`src/rtl/mem_pkg.sv`:
```
// Shared definitions for the MEM pipeline stage: memory op and size codes,
// the MEM-stage FSM state encoding, and a misalignment helper.
package mem_pkg;

  localparam logic [1:0] MEM_OP_NONE  = 2'b00;
  localparam logic [1:0] MEM_OP_LOAD  = 2'b01;
  localparam logic [1:0] MEM_OP_STORE = 2'b10;

  localparam logic [1:0] MEM_SZ_B = 2'b00;
  localparam logic [1:0] MEM_SZ_H = 2'b01;
  localparam logic [1:0] MEM_SZ_W = 2'b10;

  typedef enum logic [1:0] {
    IDLE  = 2'b00,
    REQ   = 2'b01,
    WAIT  = 2'b10,
    DRAIN = 2'b11
  } mem_state_e;

  // Half needs an even address, word needs a 4-byte-aligned address.
  function automatic logic is_misaligned(input logic [1:0] size, input logic [1:0] addr_lo);
    logic mis;
    case (size)
      MEM_SZ_B: mis = 1'b0;
      MEM_SZ_H: mis = addr_lo[0];
      default:  mis = (addr_lo != 2'b00);
    endcase
    return mis;
  endfunction

endpackage

```
`src/rtl/mem_lsu_align.sv`:
```
// Byte-lane steering for the data-memory bus: byte enables and replicated
// store data on the way out, lane extraction plus sign/zero extension on the
// way back. Purely combinational.
module mem_lsu_align
  import mem_pkg::*;
(
  input  logic [1:0]  addr_lo,
  input  logic [1:0]  size,
  input  logic [31:0] store_data,
  input  logic [31:0] rdata,
  input  logic        load_unsigned,
  output logic [3:0]  be,
  output logic [31:0] wdata,
  output logic [31:0] load_result
);

  logic [1:0]  lane_off;
  logic [31:0] shifted;

  // Lane selection; low address bits a size cannot use are ignored.
  always_comb begin
    be       = 4'b1111;
    wdata    = store_data;
    lane_off = 2'b00;
    case (size)
      MEM_SZ_B: begin
        be       = 4'b0001 << addr_lo;
        wdata    = {4{store_data[7:0]}};
        lane_off = addr_lo;
      end
      MEM_SZ_H: begin
        be       = 4'b0011 << {addr_lo[1], 1'b0};
        wdata    = {2{store_data[15:0]}};
        lane_off = {addr_lo[1], 1'b0};
      end
      default: begin
        be       = 4'b1111;
        wdata    = store_data;
        lane_off = 2'b00;
      end
    endcase
  end

  assign shifted = rdata >> {lane_off, 3'b000};

  // Extend the selected lane(s) to a full register value.
  always_comb begin
    load_result = shifted;
    case (size)
      MEM_SZ_B: load_result = load_unsigned ? {24'h0, shifted[7:0]}
                                            : {{24{shifted[7]}}, shifted[7:0]};
      MEM_SZ_H: load_result = load_unsigned ? {16'h0, shifted[15:0]}
                                            : {{16{shifted[15]}}, shifted[15:0]};
      default:  load_result = shifted;
    endcase
  end

endmodule

```
`src/rtl/mem_access_stage.sv`:
```
// MEM pipeline stage: consumes EX/MEM, runs loads/stores over a
// req/gnt/rvalid bus, and drives the MEM/WB register.
// Build option: define MEM_MISALIGN_TRAP_EN to trap misaligned half/word
// accesses instead of silently dropping the offending address bits.
module mem_access_stage
  import mem_pkg::*;
#(
  parameter int ADDR_W = 32,
  parameter int DATA_W = 32
) (
  input  logic              clk,
  input  logic              reset,
  input  logic              in_valid,
  input  logic [4:0]        in_regWAddr,
  input  logic [DATA_W-1:0] in_regRData2,
  input  logic [DATA_W-1:0] in_result,
  input  logic [31:0]       in_pc,
  input  logic [1:0]        in_mem_op,
  input  logic [1:0]        in_mem_size,
  input  logic              in_mem_unsigned,
  input  logic              flush,
  output logic              stall,
  output logic              dmem_req,
  output logic              dmem_we,
  output logic [ADDR_W-1:0] dmem_addr,
  output logic [3:0]        dmem_be,
  output logic [DATA_W-1:0] dmem_wdata,
  input  logic              dmem_gnt,
  input  logic              dmem_rvalid,
  input  logic [DATA_W-1:0] dmem_rdata,
  output logic              wb_valid,
  output logic [4:0]        wb_regWAddr,
  output logic [DATA_W-1:0] wb_result,
  output logic [31:0]       wb_pc,
  output logic              wb_misalign
);

  mem_state_e state_reg, state_next;

  // Transaction captured at accept time and held for the whole bus handshake.
  logic [DATA_W-1:0] addr_reg;
  logic [1:0]        size_reg;
  logic              uns_reg;
  logic              we_reg;
  logic [DATA_W-1:0] sdata_reg;
  logic [4:0]        rd_reg;
  logic [31:0]       pc_reg;

  logic              wb_valid_reg;
  logic [4:0]        wb_rd_reg;
  logic [DATA_W-1:0] wb_result_reg;
  logic [31:0]       wb_pc_reg;
  logic              wb_misalign_reg;

  logic        accept;
  logic        is_mem;
  logic        trap;
  logic        wb_complete;
  logic [3:0]  lsu_be;
  logic [31:0] lsu_wdata;
  logic [31:0] lsu_load;

  assign accept = (state_reg == IDLE) && in_valid && !flush;
  assign is_mem = (in_mem_op == MEM_OP_LOAD) || (in_mem_op == MEM_OP_STORE);

`ifdef MEM_MISALIGN_TRAP_EN
  assign trap = is_mem && is_misaligned(in_mem_size, in_result[1:0]);
`else
  assign trap = 1'b0;
`endif

  // A response retires to WB only if the instruction was not killed meanwhile.
  assign wb_complete = (state_reg == WAIT) && dmem_rvalid && !flush;

  mem_lsu_align u_align (
    .addr_lo       (addr_reg[1:0]),
    .size          (size_reg),
    .store_data    (sdata_reg),
    .rdata         (dmem_rdata),
    .load_unsigned (uns_reg),
    .be            (lsu_be),
    .wdata         (lsu_wdata),
    .load_result   (lsu_load)
  );

  // State register.
  always_ff @(posedge clk or negedge reset) begin
    if (!reset) state_reg <= IDLE;
    else        state_reg <= state_next;
  end

  // Next-state logic; a grant that coincides with flush still owes a response.
  always_comb begin
    state_next = state_reg;
    case (state_reg)
      IDLE:  if (accept && is_mem && !trap) state_next = REQ;
      REQ: begin
        if (dmem_gnt)   state_next = flush ? DRAIN : WAIT;
        else if (flush) state_next = IDLE;
      end
      WAIT: begin
        if (dmem_rvalid) state_next = IDLE;
        else if (flush)  state_next = DRAIN;
      end
      DRAIN: if (dmem_rvalid) state_next = IDLE;
      default: state_next = IDLE;
    endcase
  end

  // Bus outputs are driven only while requesting, otherwise parked at zero.
  always_comb begin
    dmem_req   = 1'b0;
    dmem_we    = 1'b0;
    dmem_addr  = '0;
    dmem_be    = 4'b0000;
    dmem_wdata = '0;
    if (state_reg == REQ) begin
      dmem_req   = 1'b1;
      dmem_we    = we_reg;
      dmem_addr  = {addr_reg[ADDR_W-1:2], 2'b00};
      dmem_be    = lsu_be;
      dmem_wdata = lsu_wdata;
    end
  end

  assign stall = (state_reg != IDLE);

  // Capture the memory instruction when it enters the stage.
  always_ff @(posedge clk or negedge reset) begin
    if (!reset) begin
      addr_reg  <= '0;
      size_reg  <= MEM_SZ_B;
      uns_reg   <= 1'b0;
      we_reg    <= 1'b0;
      sdata_reg <= '0;
      rd_reg    <= 5'd0;
      pc_reg    <= 32'h0;
    end else if (accept && is_mem) begin
      addr_reg  <= in_result;
      size_reg  <= in_mem_size;
      uns_reg   <= in_mem_unsigned;
      we_reg    <= (in_mem_op == MEM_OP_STORE);
      sdata_reg <= in_regRData2;
      rd_reg    <= in_regWAddr;
      pc_reg    <= in_pc;
    end
  end

  // MEM/WB register: pass-through and trap in one cycle, memory ops on rvalid.
  always_ff @(posedge clk or negedge reset) begin
    if (!reset) begin
      wb_valid_reg    <= 1'b0;
      wb_rd_reg       <= 5'd0;
      wb_result_reg   <= '0;
      wb_pc_reg       <= 32'h0;
      wb_misalign_reg <= 1'b0;
    end else if (accept && (!is_mem || trap)) begin
      wb_valid_reg    <= 1'b1;
      wb_rd_reg       <= trap ? 5'd0 : in_regWAddr;
      wb_result_reg   <= in_result;
      wb_pc_reg       <= in_pc;
      wb_misalign_reg <= trap;
    end else if (wb_complete) begin
      wb_valid_reg    <= 1'b1;
      wb_rd_reg       <= we_reg ? 5'd0 : rd_reg;
      wb_result_reg   <= we_reg ? addr_reg : lsu_load;
      wb_pc_reg       <= pc_reg;
      wb_misalign_reg <= 1'b0;
    end else begin
      wb_valid_reg    <= 1'b0;
      wb_rd_reg       <= 5'd0;
      wb_misalign_reg <= 1'b0;
    end
  end

  assign wb_valid    = wb_valid_reg;
  assign wb_regWAddr = wb_rd_reg;
  assign wb_result   = wb_result_reg;
  assign wb_pc       = wb_pc_reg;
  assign wb_misalign = wb_misalign_reg;

endmodule
```
`config.mk`:
```
export PLATFORM = sky130hd
export DESIGN_NAME = mem_access_stage
export DESIGN_NICKNAME = d
export VERILOG_FILES = /design/src/rtl/mem_pkg.sv /design/src/rtl/mem_lsu_align.sv /design/src/rtl/mem_access_stage.sv
export SDC_FILE = /design/constraint.sdc
export NUM_CORES = 1
export LEC_CHECK = 0
export ABC_AREA = 0
export BUFFER_PORTS_ARGS = -buffer_cell sky130_fd_sc_hd__buf_2
export CORE_ASPECT_RATIO = 0.7
export CORE_UTILIZATION = 53
export CTS_BUF_LIST = sky130_fd_sc_hd__clkbuf_4 sky130_fd_sc_hd__clkbuf_8
export DETAILED_ROUTE_END_ITERATION = 8
export GPL_TIMING_DRIVEN = 1
export PLACE_DENSITY = 0.91
export SLEW_MARGIN = 10
export SYNTH_ARGS = -nofsm -noshare
export SYNTH_HDL_FRONTEND = slang
export SYNTH_HIERARCHICAL = 1
export SYNTH_SLANG_ARGS = --single-unit
```
`constraint.sdc`:
```
create_clock -name clk -period 2.4 [get_ports clk]
set_input_delay 0.36 -clock clk [delete_from_list [all_inputs] [get_ports clk]]
set_output_delay 0.36 -clock clk [all_outputs]
set_load 0.02 [all_outputs]
```
==> flow_summary.json, run 1 <==
{
  "reg2reg_slack_ns": 0.10,
  "layout-drive-gt1-share": 0.502,
  "critPathLaunchType": "flop",
  "worstSetupPathType": "flop to flop",
  "async_flop_share": 1.00,
  "grt_pass1_vias": 7028,
  "antenna_found_initial": 2,
  "portBuffers": 282,
  "p_sw_frac": 0.417,
  "p_int_uw": 8460,
  "power.share.sequential": 0.373,
  "place_ws_ns": 0.122,
  "rsz0062_at_grt": "false",
  "fp.dieW_um": 159,
  "nNetsFinal": 1128,
  "synth_edf_count": 0,
  "dpl.hpwl_um": 17500,
  "ys_top_cells_by_area": "dfrtp_1 (49%), mux2_2 (14%), a221o_1 (7.0%), and2_1 (6.9%), mux2i_1 (5.3%)",
  "first_pass_iters": 5,
  "tightest_slew_ns": 0.628,
  "placed_area_mm2": 0.0106,
  "cts_buffer_depth": 2,
  "numClockSinks": 177,
  "relSlewSlack": 0.581,
  "setup_ws_ns": 0.103,
  "cp-end-kind": "flop",
  "crit_fanout": 25,
  "viasPerCell": 5.83,
  "core_area_mm2": 0.0165,
  "grt-ovfl-total": 0,
  "initial_core_util": 0.550,
  "grt_use_total": 0.287,
  "ant_nets": 0,
  "setup_viol": 0,
  "yosys.area.top_type": "dfrtp_1",
  "fmax_mhz": 435,
  "synth_cells": 725,
  "hp-class": "input port to flop",
  "fin_skew_ns": 0.0183,
  "pwr-share-comb": 0.490,
  "n_fill_cell": 1271,
  "hold_violations": 0,
  "routed_wirelength_um": 24700,
  "grt_max_degree": 62,
  "ir_drop_mv": 0.650,
  "p_switching_uw": 6050,
  "power_density_mw_per_mm2": 1320,
  "seq_area_frac_synth": 0.487,
  "wire_per_inst_um": 20.2,
  "fin_crit_sh": 0.957,
  "die_area_mm2": 0.0177,
  "place.gp.congestion": 0.925,
  "yosysTopAreaCellShare": 0.487,
  "p_leak_uw": 0.00532,
  "worstPathArrival_ns": 2.65,
  "yosys.cell_types.count": 46,
  "drc": 0,
  "outcome": "complete, no violations",
  "htree_levels": 4,
  "insertion_delay_ns": 0.47,
  "area_delta_synth_final_pct": 21.1,
  "finish.utilization": 0.666,
  "drt_iter0_markers": 646,
  "final_area_mm2": 0.0110,
  "drv_slew": 0,
  "avgSynthCellArea_um2": 12.5,
  "grt_pass1_wl_um": 38400,
  "cts_inserted_buffers": 17,
  "maxCapViolCount": 0,
  "ys.flop_type": "dfrtp_1",
  "die_height_um": 112,
  "num_vias": 7124,
  "period_minus_slack_ns": 2.30,
  "setup_tns_ns": 0,
  "cts_tree": "built",
  "clkTransAtPathRegs_ns": 0.11,
  "syn_area_mm2": 0.00909,
  "synth_warnings": 6,
  "required_ns": 2.75,
  "clkPwrFrac": 0.137,
  "clockRootBuffer": "clkbuf_8",
  "ios": 286,
  "synth-seq-cells": 177,
  "rows": 39
}
worst paths after layout:
path	from	end	depth (start not counted)
max reg2reg	size_reg[1]	wb_result[20]	7
min in group asynchronous	reset	wb_pc[6]	2
min	in_regRData2[11]	sdata_reg[11]	2
min reg2reg	pc_reg[3]	pc_reg[3]	1
max	size_reg[1]	wb_result[20]	7
max in group asynchronous	reset	wb_result[25]	3
metrics by stage:
step                      hold WS, ns  cells  power, uW
after CTS                      0.0790   1220      14500
final                           0.109   1222      14500
after floorplan                0.0644    727      10500
after global placement          0.394   1187      12200
after global routing           0.0826   1222      15400
after detailed placement        0.392   1187      12500
cells by family after synthesis:
logic type,share of synthesized area
simple gates,0.111
flops,0.487
mux,0.220
compound gates,0.123
buf+inv,0.0561
fa+ha+maj,0.00138
other cells,0.000412
xor+xnor,0.000963
power by group through the flow:
stage	Clock [uW]	Sequential (uW)	Combinational, uW
3_5_place_dp	0	5440	7060
6_report	1980	5410	7120
2_1_floorplan	0	5740	4720
3_3_place_gp	0	5370	6880
5_1_grt	2150	5580	7630
4_1_cts	2030	5390	7090
synth_stat cells (6+ instances only):
cell type and count:
o22ai_2 8, dfrtp_1 177, clkbuf_1 18, buf_2 25, nand2_1 27, mux4_2 7, a221o_1 64, o221ai_2 11
mux2i_1 48, o21ai_0 10, buf_4 18, nor2_1 35, mux2_2 116, and2_1 100, buf_6 6
final cells by class:
| class | instances | area (um2) | area share |
|---|---|---|---|
| Antenna cell | 1 | 2.50 | 0.000227 |
| Clock buffer | 17 | 234 | 0.0212 |
| Clock inverter | 15 | 138 | 0.0125 |
| Inverter | 3 | 11.3 | 0.00102 |
| Multi-Input combinational cell | 473 | 4190 | 0.380 |
| Sequential cell | 177 | 4430 | 0.402 |
| Tap cell | 225 | 282 | 0.0256 |
| Timing Repair Buffer | 311 | 1730 | 0.157 |
critical path: stages, from the launching register on:
cell and delay, ns:
dfrtp_2 0.45, buf_4 0.26, or2b_1 0.22, o221a_4 0.53, o221ai_1 0.20, mux2i_1 0.18
nor2_1 0.06, a221o_1 0.28
placed cells by master, fill, tap and decap left out, types with 3 or more instances in the layout:
| cell | count |
|---|---|
| a221o_1 | 64 |
| mux2_2 | 116 |
| inv_6 | 6 |
| nor2_1 | 35 |
| a21oi_1 | 3 |
| buf_2 | 281 |
| o21ai_0 | 10 |
| o22ai_2 | 8 |
| inv_8 | 3 |
| a22o_1 | 5 |
| o221ai_1 | 5 |
| clkbuf_8 | 17 |
| and2_1 | 99 |
| o221ai_2 | 11 |
| dfrtp_1 | 174 |
| mux4_2 | 7 |
| buf_4 | 21 |
| mux2i_1 | 48 |
| buf_12 | 7 |
| mux2_1 | 5 |
| conb_1 | 3 |
| nand2_1 | 27 |
| dfrtp_2 | 3 |
per-layer routing:
metal | GRT usage | part of all wire
met5 | 0 | 0.00061
met4 | 0.0936 | 0.019
met3 | 0.0880 | 0.097
met2 | 0.460 | 0.47
met1 | 0.371 | 0.41
what timing repair did:
item | in CTS | in global routing
resized for setup | 1 | 3
pin swaps | 0 | 1
gates cloned | 0 | 0
setup buffers | 0 | 1
setup endpoints to repair | 8 | 10
endpoints found under the hold margin | 55 | 0
hold buffers | 1 | 0
(Power assumes the default switching activity.)
==> run 2: changes to the inputs <==
CORE_UTILIZATION = 40   (was 53)
PLACE_DENSITY = 0.74   (was 0.91)
==> run 2 against run 1 <==
  * First-iteration DRC count is 46% lower
  * Total power is 0.96% higher
  * Count of clock-buffer cells in the layout is 2 higher
  * Non-clock buffer count is 4 higher
==> flow_summary.json, run 2 (same netlist as run 1, synthesis figures left out) <==
{
  "outcome": "complete, no violations",
  "clockRootBuffer": "clkbuf_8",
  "first_pass_iters": 5,
  "layout_common_cells": "buf_2 (281), dfrtp_1 (174), mux2_2 (116)",
  "initial_core_util": 0.414,
  "ant_nets": 0,
  "antenna_found_initial": 3,
  "clkTransAtPathRegs_ns": 0.10,
  "drc": 0,
  "setup_viol": 0,
  "setup_tns_ns": 0,
  "rows": 45,
  "hp-class": "input port to flop",
  "numClockSinks": 177,
  "grt_use_total": 0.225,
  "r2r_start": "addr_reg[0]",
  "rsz0062_at_grt": "false",
  "ios": 286,
  "hold-worst-slack_ns": 0.0999,
  "finish.utilization": 0.508,
  "viasPerCell": 5.39,
  "r2r_end": "wb_result[24]",
  "dpl.hpwl_um": 18300,
  "die_height_um": 128,
  "drt_iter0_markers": 351,
  "cp-end-kind": "output port",
  "wire_per_inst_um": 20.0,
  "grt_pass1_vias": 7040,
  "layout-drive-gt1-share": 0.504,
  "p_leak_uw": 0.00535,
  "place_ws_ns": 0.283,
  "maxCapViolCount": 0,
  "r2r_cells": 8,
  "grt_max_degree": 57,
  "die_area_mm2": 0.0234,
  "cts_setup_buffers": 0,
  "worstSetupPathType": "flop to output port",
  "fin_crit_sh": 0.964,
  "worstSetupEndpoint": "dmem_wdata[10]",
  "routed_wirelength_um": 25700,
  "place.gp.congestion": 0.822,
  "nNetsFinal": 1132,
  "grt_pass1_wl_um": 40000,
  "num_vias": 6925,
  "portBuffers": 282,
  "required_ns": 2.04,
  "grt-ovfl-total": 0,
  "critPathLaunchType": "flop",
  "setup_ws_ns": 0.0868,
  "layout_commonest_cell": "buf_2",
  "worstPathArrival_ns": 1.95,
  "htree_levels": 4,
  "reg2reg_slack_ns": 0.26,
  "crit_fanout": 9,
  "tightest_slew_ns": 0.671,
  "min-delay-start": "in_regRData2[14]",
  "area_delta_synth_final_pct": 22.6,
  "layoutNonFillerInstCount": 1285,
  "fp.dieW_um": 182,
  "drv_slew": 0,
  "ir_drop_mv": 0.662,
  "cts_tree": "built",
  "cts_inserted_buffers": 17,
  "cts_buffer_depth": 2,
  "startpoint": "size_reg[1]",
  "hold_violations": 0,
  "n_fill_cell": 1978,
  "fin_skew_ns": 0.0147,
  "power_density_mw_per_mm2": 1310,
  "fmax_mhz": 432,
  "core_area_mm2": 0.0220,
  "layout.area.seq_mm2": 0.00443,
  "period_minus_slack_ns": 2.31,
  "relSlewSlack": 0.552,
  "placed_cells_incl_taps": 1249,
  "insertion_delay_ns": 0.48,
  "multi_input_area_mm2": 0.00419
}
run 2: what timing repair did:
action / 4_1_cts / 5_1_grt
hold buffers: 1 / 0
resized for setup: 1 / 3
setup endpoints to repair: 1 / 13
pin swaps: 0 / 0
endpoints found under the hold margin: 51 / 0
run 2: report_power, final:
part	leakage, uW	switching (uW)	internal [uW]	total [uW]
clock	0.000195	1200	866	2070
sequential	0.00216	1090	4400	5480
combinational	0.00299	3720	3380	7100
run 2: stage by stage:
step	power [uW]	cell area, um2
2_1_floorplan	10500	9100
3_3_place_gp	12500	10700
3_5_place_dp	12600	10700
4_1_cts	14700	11100
5_1_grt	15600	11100
6_report	14700	11100
run 2: worst min path at each step:
stage                         end  cells after the start  slack, ns
global placement         wb_pc[2]                      1       0.38
detailed placement       wb_pc[2]                      1       0.38
finish              sdata_reg[14]                      2        0.1
floorplan             addr_reg[0]                      0       0.06
global route        sdata_reg[23]                      2       0.07
CTS                 sdata_reg[14]                      2       0.05
run 2: layout make-up:
cell class | instances | area share
antenna | 3 | 0.000673
clock buffer | 19 | 0.0223
clock inverter | 13 | 0.0120
inverter | 3 | 0.00101
multi-input combinational | 473 | 0.376
sequential | 177 | 0.398
tap | 282 | 0.0317
timing repair buffer | 315 | 0.158
run 2: worst max-delay path, stage by stage, from the launching register on:
cell,delay [ns]
dfrtp_2,0.47
nor2_4,0.18
buf_6,0.18
mux2_2,0.36
and2_1,0.14
buf_2,0.15
run 2: routing by layer:
layer | wire length [um] | GRT usage
met1 | 11700 | 0.304
met2 | 11600 | 0.345
met3 | 2080 | 0.0747
met4 | 281 | 0.0603
met5 | 11 | 0
==> run 3: changes to the inputs <==
SETUP_SLACK_MARGIN = 0.3   (was not set)
clock period = 2.35 ns   (was 2.4 ns; I/O delays follow)
==> run 3 against run 2 <==
  * Via count increased by 5.5%
  * Sequential power up 3%
  * Combinational power up 37%
  * Design area increased by 12%
  * Global-route usage increased by 2.1 points
  * Clock skew decreased by 0.00066 ns
  * Register-to-register slack worse by 0.13 ns
  * Clock power is 2% lower
  * Total power up 19%
  * Flip-flop and latch count unchanged
  * Critical path type unchanged
  * First-iteration DRC count grew 48%
==> flow_summary.json, run 3 (same netlist as run 1, synthesis figures left out) <==
{
  "layoutNonFillerInstCount": 1321,
  "cpMaxStageDelayCell": "dfrtp_2",
  "place_ws_ns": 0.195,
  "setup_tns_ns": 0,
  "layout_commonest_cell": "buf_2",
  "die_area_mm2": 0.0234,
  "clkPwrFrac": 0.116,
  "rows": 45,
  "worstPathArrival_ns": 1.91,
  "viasPerCell": 5.53,
  "wire_per_inst_um": 21.8,
  "placed_cells_incl_taps": 1250,
  "ios": 286,
  "p_leak_uw": 0.00583,
  "setup_viol": 0,
  "core_area_mm2": 0.0220,
  "drt_iter0_markers": 519,
  "cts_tree": "built",
  "first_pass_iters": 4,
  "p_sw_frac": 0.398,
  "dpl.hpwl_um": 18500,
  "cp_slowest_stage_delay_ns": 0.46,
  "insertion_delay_ns": 0.48,
  "cts_buffer_depth": 2,
  "grt_use_total": 0.245,
  "fin_skew_ns": 0.0140,
  "cp_common_cell": "buf_6",
  "relSlewSlack": 0.623,
  "fmax_mhz": 442,
  "rsz0062_at_grt": "true",
  "diodes": 0,
  "place.gp.congestion": 0.865,
  "required_ns": 2.00,
  "nNetsFinal": 1172,
  "layout_common_cells": "buf_2 (223), dfrtp_1 (172), mux2_2 (108)",
  "power.share.sequential": 0.324,
  "grt_pass1_vias": 7385,
  "drc": 0,
  "numClockSinks": 177,
  "area_delta_synth_final_pct": 36.7,
  "hold_violations": 0,
  "setup_ws_ns": 0.0896,
  "cts_inserted_buffers": 17,
  "fin_crit_sh": 0.962,
  "antenna_found_initial": 2,
  "pwr-share-comb": 0.560,
  "num_vias": 7306,
  "critPathLaunchType": "flop",
  "path_cells": "nor2_4, buf_6, mux2_4, and2_4, buf_6",
  "grt-ovfl-total": 0,
  "maxCapViolCount": 0,
  "tightest_slew_ns": 0.565,
  "outcome": "complete, no violations",
  "grt_max_degree": 58,
  "hold-worst-slack_ns": 0.0878,
  "hp-class": "input port to flop",
  "portBuffers": 282,
  "routed_wirelength_um": 28800,
  "finish.utilization": 0.566,
  "layout-drive-gt1-share": 0.588,
  "die_height_um": 128,
  "clockRootBuffer": "clkbuf_8",
  "worstSetupPathType": "flop to output port",
  "ir_drop_mv": 0.620,
  "initial_core_util": 0.414,
  "drv_slew": 0,
  "htree_levels": 4,
  "cp-end-kind": "output port",
  "ant_nets": 0,
  "fp.dieW_um": 182,
  "p_switching_uw": 6930,
  "period_minus_slack_ns": 2.26,
  "crit_fanout": 5,
  "power_density_mw_per_mm2": 1400,
  "clkTransAtPathRegs_ns": 0.11,
  "grt_pass1_wl_um": 43000,
  "p_int_uw": 10500
}
[run 3: cell count changes in the layout (fill, tap and decap cells not counted), sizes merged]
cell      change
buf          +35
clkinv        -6
clkinvlp      +5
clkbuf        +4
diode         -3
bufbuf        +1
bufinv        -1
inv           +1
[run 3: critical path: cells and delay by family (launching register included)]
family	cells	cell delay (ns)
buffers and inverters	2	0.30
DFF	1	0.46
muxes	1	0.32
and+or+nand+nor	2	0.33
[run 3: cell type report]
class,instances,area (um2)
Fill cell,1842,9520
Clock buffer,19,262
Timing Repair Buffer,355,2830
Tap cell,282,353
Sequential cell,177,4440
Clock inverter,12,100
Inverter,3,11.3
Multi-Input combinational cell,473,4450
[run 3: final timing paths]
| path | start | endpoint | slack, ns | cells past startpoint |
|---|---|---|---|---|
| max in group asynchronous | reset | addr_reg[0] | 1.24 | 3 |
| worst min register to register | pc_reg[15] | pc_reg[15] | 0.50 | 1 |
| worst max register to register | size_reg[0] | wb_result[19] | 0.13 | 9 |
| worst min-delay path | in_regRData2[14] | sdata_reg[14] | 0.09 | 2 |
| min in group asynchronous | reset | wb_pc[2] | 0.41 | 2 |
| worst max-delay path | size_reg[1] | dmem_wdata[10] | 0.09 | 5 |
[run 3: power by group through the flow]
| stage | logic [uW] | registers (uW) | clock network, uW |
|---|---|---|---|
| floorplan | 4830 | 5860 | 0 |
| global placement | 7230 | 5570 | 0 |
| detailed placement | 7370 | 5610 | 0 |
| CTS | 8610 | 5560 | 2070 |
| global route | 10300 | 5800 | 2220 |
| finish | 9750 | 5640 | 2030 |
[run 3: what timing repair did]
| item | in CTS | in global routing |
|---|---|---|
| buffers inserted | 16 | 11 |
| hold buffers | 1 | 0 |
| endpoints found under the hold margin | 53 | 0 |
| cloned | 8 | 4 |
| resized for setup | 85 | 155 |
| pin swaps | 4 | 17 |
| setup endpoints to repair | 92 | 99 |
[run 3: per-stage QoR]
stage | area [um2] | total power [uW]
detailed placement | 10800 | 13000
finish | 12400 | 17400
floorplan | 9100 | 10700
global placement | 10800 | 12800
CTS | 11700 | 16200
global route | 12400 | 18400
[run 3: layer usage]
| metal | vias up | wire length (um) | share of wire | global-route usage |
|---|---|---|---|---|
| met5 | - | 22 | 0.00076 | 0 |
| met2 | 316 | 13700 | 0.47 | 0.396 |
| met3 | 40 | 2340 | 0.081 | 0.0776 |
| met1 | 3698 | 12400 | 0.43 | 0.319 |
| li1 | 3248 | - | - | - |
| met4 | 4 | 389 | 0.014 | 0.0662 |
